**src/rtl/dmem_io_bridge.sv**
```systemverilog
// dmem_io_bridge: memory-mapped I/O bridge on the core data-memory port.
// The top 16 bytes of the data address space (IO_BASE) are decoded into an
// output FIFO (TXDATA), a status register (STATUS) and an optional cycle
// counter (CYCLES). All other accesses pass straight through to the RAM.
// Optional feature: define IO_CYCLE_CNT_EN to build the 32-bit cycle counter;
// without it CYCLES reads as 0 and stores to it are ignored.
module dmem_io_bridge #(
    parameter int              DATA_W  = 32,
    parameter int              ADDR_W  = 10,
    parameter int              DEPTH   = 8,
    parameter logic [ADDR_W-1:0] IO_BASE = 'h3F0
) (
    input  logic              CLK,
    input  logic              RST,
    input  logic              MemWrite,
    input  logic              MemRead,
    input  logic [ADDR_W-1:0] address,
    input  logic [DATA_W-1:0] write_data,
    output logic [DATA_W-1:0] read_data,
    output logic              ram_MemWrite,
    output logic              ram_MemRead,
    input  logic [DATA_W-1:0] ram_read_data,
    output logic [DATA_W-1:0] out_data,
    output logic              out_valid,
    input  logic              out_ready,
    output logic              overflow
);

    localparam int PW = $clog2(DEPTH);
    localparam int CW = PW + 1;

    localparam logic [1:0] REG_TXDATA = 2'd0;
    localparam logic [1:0] REG_STATUS = 2'd1;
    localparam logic [1:0] REG_CYCLES = 2'd2;

    logic [DATA_W-1:0] r_mem [DEPTH];
    logic [PW-1:0]     r_wr_ptr;
    logic [PW-1:0]     r_rd_ptr;
    logic [CW-1:0]     r_count;
    logic              r_overflow;

    logic              w_io_sel;
    logic [1:0]        w_reg;
    logic              w_full;
    logic              w_empty;
    logic              w_tx_wr;
    logic              w_push;
    logic              w_pop;
    logic              w_drop;
    logic              w_ovf_clr;
    logic [DATA_W-1:0] w_status;
    logic [DATA_W-1:0] w_cycles;
    logic              w_unused;

    // Byte-lane bits never matter for word-sized I/O registers.
    assign w_unused  = ^address[1:0];

    assign w_io_sel  = (address[ADDR_W-1:4] == IO_BASE[ADDR_W-1:4]);
    assign w_reg     = address[3:2];
    assign w_full    = (r_count == CW'(DEPTH));
    assign w_empty   = (r_count == '0);

    // Full is judged on the pre-edge count, so a same-cycle pop cannot
    // rescue a store that arrives while full.
    assign w_tx_wr   = MemWrite & w_io_sel & (w_reg == REG_TXDATA);
    assign w_push    = w_tx_wr & ~w_full;
    assign w_drop    = w_tx_wr & w_full;
    assign w_pop     = out_valid & out_ready;
    assign w_ovf_clr = MemWrite & w_io_sel & (w_reg == REG_STATUS) & write_data[10];

    assign ram_MemWrite = MemWrite & ~w_io_sel;
    assign ram_MemRead  = MemRead & ~w_io_sel;

    assign out_valid = ~w_empty;
    assign out_data  = r_mem[r_rd_ptr];
    assign overflow  = r_overflow;

    // STATUS layout: overflow at bit 10, empty 9, full 8, count in [7:0].
    always_comb begin
        w_status     = '0;
        w_status[10] = r_overflow;
        w_status[9]  = w_empty;
        w_status[8]  = w_full;
        w_status[7:0] = 8'(r_count);
    end

    // FIFO storage: written on accepted pushes only, deliberately not reset.
    always_ff @(posedge CLK) begin
        if (w_push) begin
            r_mem[r_wr_ptr] <= write_data;
        end
    end

    // FIFO pointers and occupancy; pointers wrap naturally at DEPTH.
    always_ff @(posedge CLK) begin
        if (RST) begin
            r_wr_ptr <= '0;
            r_rd_ptr <= '0;
            r_count  <= '0;
        end else begin
            if (w_push) r_wr_ptr <= r_wr_ptr + 1'b1;
            if (w_pop)  r_rd_ptr <= r_rd_ptr + 1'b1;
            case ({w_push, w_pop})
                2'b10:   r_count <= r_count + 1'b1;
                2'b01:   r_count <= r_count - 1'b1;
                default: r_count <= r_count;
            endcase
        end
    end

    // Sticky overflow flag; a drop in the same cycle beats a clear.
    always_ff @(posedge CLK) begin
        if (RST) begin
            r_overflow <= 1'b0;
        end else if (w_drop) begin
            r_overflow <= 1'b1;
        end else if (w_ovf_clr) begin
            r_overflow <= 1'b0;
        end
    end

`ifdef IO_CYCLE_CNT_EN
    logic [31:0] r_cycles;
    logic        w_cyc_clr;

    assign w_cyc_clr = MemWrite & w_io_sel & (w_reg == REG_CYCLES);
    assign w_cycles  = DATA_W'(r_cycles);

    // Free-running cycle counter; a store to CYCLES restarts it from zero.
    always_ff @(posedge CLK) begin
        if (RST) begin
            r_cycles <= '0;
        end else if (w_cyc_clr) begin
            r_cycles <= '0;
        end else begin
            r_cycles <= r_cycles + 32'd1;
        end
    end
`else
    assign w_cycles = '0;
`endif

    // Load data mux: RAM outside the window, register map inside it.
    always_comb begin
        read_data = '0;
        if (!w_io_sel) begin
            read_data = ram_read_data;
        end else begin
            case (w_reg)
                REG_STATUS: read_data = w_status;
                REG_CYCLES: read_data = w_cycles;
                default:    read_data = '0;
            endcase
        end
    end

endmodule
```
**config.mk**
```make
export PLATFORM = sky130hd
export DESIGN_NAME = dmem_io_bridge
export DESIGN_NICKNAME = d
export VERILOG_FILES = /design/src/rtl/dmem_io_bridge.sv
export SDC_FILE = /design/constraint.sdc
export NUM_CORES = 1
export LEC_CHECK = 0
export CAP_MARGIN = 40
export CORE_MARGIN = 1
export CORE_UTILIZATION = 45
export DETAILED_ROUTE_END_ITERATION = 7
export PLACE_DENSITY = 0.67
export SLEW_MARGIN = 20
export SYNTH_ARGS = -nofsm -noshare
export SYNTH_HDL_FRONTEND = slang
export SYNTH_SLANG_ARGS = --single-unit
```
**constraint.sdc**
```tcl
create_clock -name CLK -period 16.5 [get_ports CLK]
set_clock_uncertainty 0.05 [all_clocks]
set_input_delay 4.95 -clock CLK [delete_from_list [all_inputs] [get_ports CLK]]
set_output_delay 4.95 -clock CLK [all_outputs]
set_load 0.03 [all_outputs]
```
==> metrics.cfg <==
[power]
vdd_ir_drop_max_uv = 60.9
powerDensity_nw_per_um2 = 101
p_leak_uw = 0.00418
p_total_uw = 1350

[worst_setup_path]
cp_max_fo = 25
worstSetupPathType = input port to output port
startpoint_type = input port
worst_ep_required_time_ns = 11.50
end_kind = output port
worstPathArrival_ns = 7.09

[grt]
grt_pass1_vias = 5839
grt-ovfl-total = 0
grt_max_degree = 45
grtUsageTotal = 0.176
grt_pass1_wl_mm = 31.9
grt_antenna_before_repair = 0

[timing]
final_hold_viol_count = 0
min_period_over_period = 0.733
max_slew_margin = 0.600
tightest_slew_ns = 0.595
setup_violations = 0
max_freq_mhz = 82.7
tns_ns = 0
drv_slew = 0
rsz0062_at_grt = no
fin_crit_ns = 12.09

[finish]
final_util = 0.572
antenna_cells = 0
nFillCells = 1764
seqCellArea_um2 = 7980
syn2layout_area_growth_pct = 25.2
nets = 756
layout-drive-gt1-share = 0.238
multi_input_area_um2 = 2610

[clock_network]
clock-root-buffer = clkbuf_16
cts-hold-fix-buffers = 0
clk_pin_slew_ns = 0.06
cts_tree = built
clk_latency_ns = 0.52
clock_path_buffers = 3
cts_resized = 0
h-tree-depth = 1
cts_sinks = 270
numCtsBuffers = 26
post_cts_buffers = 0

[drt]
drt_iter0_drc = 291
postRouteAntennaNets = 0
vias = 5343
first_pass_iters = 5
wl_per_cell_um = 20.3
routed_wl_mm = 20.5
via_per_inst = 5.28
drc = 0

[logic_synthesis]
ys_seq_elements = 270
synth_edf_count = 256
synth_top_area_cell = edfxtp_1
syn-num-nets = 598
synth_common_cells = edfxtp_1, mux4_2, mux2_2
yosysSeqAreaShare = 0.745
synth_top_area_share = 0.719
synth_warnings = 0
yosysMostFrequentCell = edfxtp_1
syn_area_per_cell_um2 = 20.8
synth_ff_type = edfxtp_1
syn_inst = 514
syn_area_um2 = 10700
postSynth.asyncResetShare = 0
synthTopCellsByArea = edfxtp_1, mux4_2, mux2_2, dfxtp_1, and2_1
ys_types = 42

[min_path]
hold_path_class = flip-flop to flip-flop

[floorplan]
core_area_um2 = 23400
ios = 147
num_rows = 56
die_width_um = 156
dieHeight_um = 156
dieArea_um2 = 24400
start_util = 0.457

[place]
hpwlAfterDp_mm = 11.8
port_buffers = 144
gp_congestion = 0.760

[status]
status = complete, no violations

[run]
cap_violations = 0

[report_power, final]
| group | leakage [uW] | switching (uW) | internal (uW) |
|---|---|---|---|
| Combinational | 0.00137 | 25.2 | 27.2 |
| Sequential | 0.00241 | 0.188 | 749 |
| Clock | 0.000391 | 236 | 314 |
| Total | 0.00418 | 261 | 1090 |
[worst paths after layout]
| path | startpoint | cells after the start | slack, ns | end |
|---|---|---|---|---|
| hold / removal | r_rd_ptr[1]$_SDFFE_PP0P_ | 2 | 0.43 | flip-flop |
| setup reg to reg | r_count[1]$_SDFFE_PP0P_ | 10 | 13.69 | r_count[2]$_SDFFE_PP0P_ |
| setup / recovery | address[5] | 6 | 4.41 | read_data[17] |
| hold reg to reg | r_rd_ptr[1]$_SDFFE_PP0P_ | 2 | 0.43 | flip-flop |
[per-layer routing]
layer | vias to the layer above | track usage | wire length, um
li1 | 2410 | - | -
met1 | 2726 | 0.208 | 8270
met2 | 185 | 0.329 | 10900
met3 | 22 | 0.0333 | 1080
met4 | 0 | 0.0383 | 253
met5 | - | 0 | 0
[layout make-up]
cell class	count	share of cell area
Sequential cell	270	0.596
Multi-Input combinational cell	215	0.195
Inverter	2	0.000561
Tap cell	319	0.0298
Clock buffer	32	0.0518
Clock inverter	16	0.00766
Timing Repair Buffer	157	0.119
[stage by stage]
stage	cells	hold WS, ns	instance area [um^2]	worst slack, ns
after CTS	1010	0.427	13400	4.23
after global placement	959	0.401	12500	4.33
after global routing	1011	0.466	13400	4.26
after detailed placement	962	0.418	12600	4.23
final	1011	0.433	13400	4.41
after floorplan	514	0.404	10700	5.43
[placed cells by master, fill, tap and decap left out, drive strengths merged]
cell type / n
nor3: 7
and2: 28
mux2i: 1
clkdlybuf4s50: 144
o21ai: 4
nand2b: 2
a31o: 1
ha: 5
mux2: 34
nor4b: 1
nand2: 23
clkinvlp: 1
nand3b: 1
or3b: 1
bufinv: 1
o31ai: 2
dfxtp: 14
nor4: 2
a21oi: 7
nor2: 9
or4: 1
inv: 2
buf: 13
or3: 2
a41oi: 1
nand4: 1
clkbuf: 32
xor2: 5
o41ai: 1
clkinv: 14
edfxtp: 256
mux4: 64
nor2b: 2
nand3: 10
[registers in the layout, summed over array words and instances, names as in the netlist, named ones only]
| signal | cells |
|---|---|
| overflow | 1 |
| r_count | 4 |
| r_mem | 256 |
| r_rd_ptr | 3 |
| r_wr_ptr | 3 |
[logic make-up (layout without fill, tap and decap cells)]
group | Yosys count | count (layout) | synth area share
multiplexers | 99 | 99 | 0.171
AND/OR/NAND/NOR | 90 | 90 | 0.0483
adder cells (fa/ha/maj) | 5 | 5 | 0.00585
XOR/XNOR | 5 | 5 | 0.00480
buffers and inverters | 29 | 207 | 0.0157
flip-flops | 270 | 270 | 0.745
AO/OA/AOI/OAI | 16 | 16 | 0.00901
[critical path, cell delays in order]
cell and delay, ns:
clkdlybuf4s50_1 0.45, nand2_1 0.12, or3_1 0.55, buf_8 0.23, and2_1 0.18, clkdlybuf4s50_1 0.60
No activity file was read; power rests on OpenSTA's default activity.
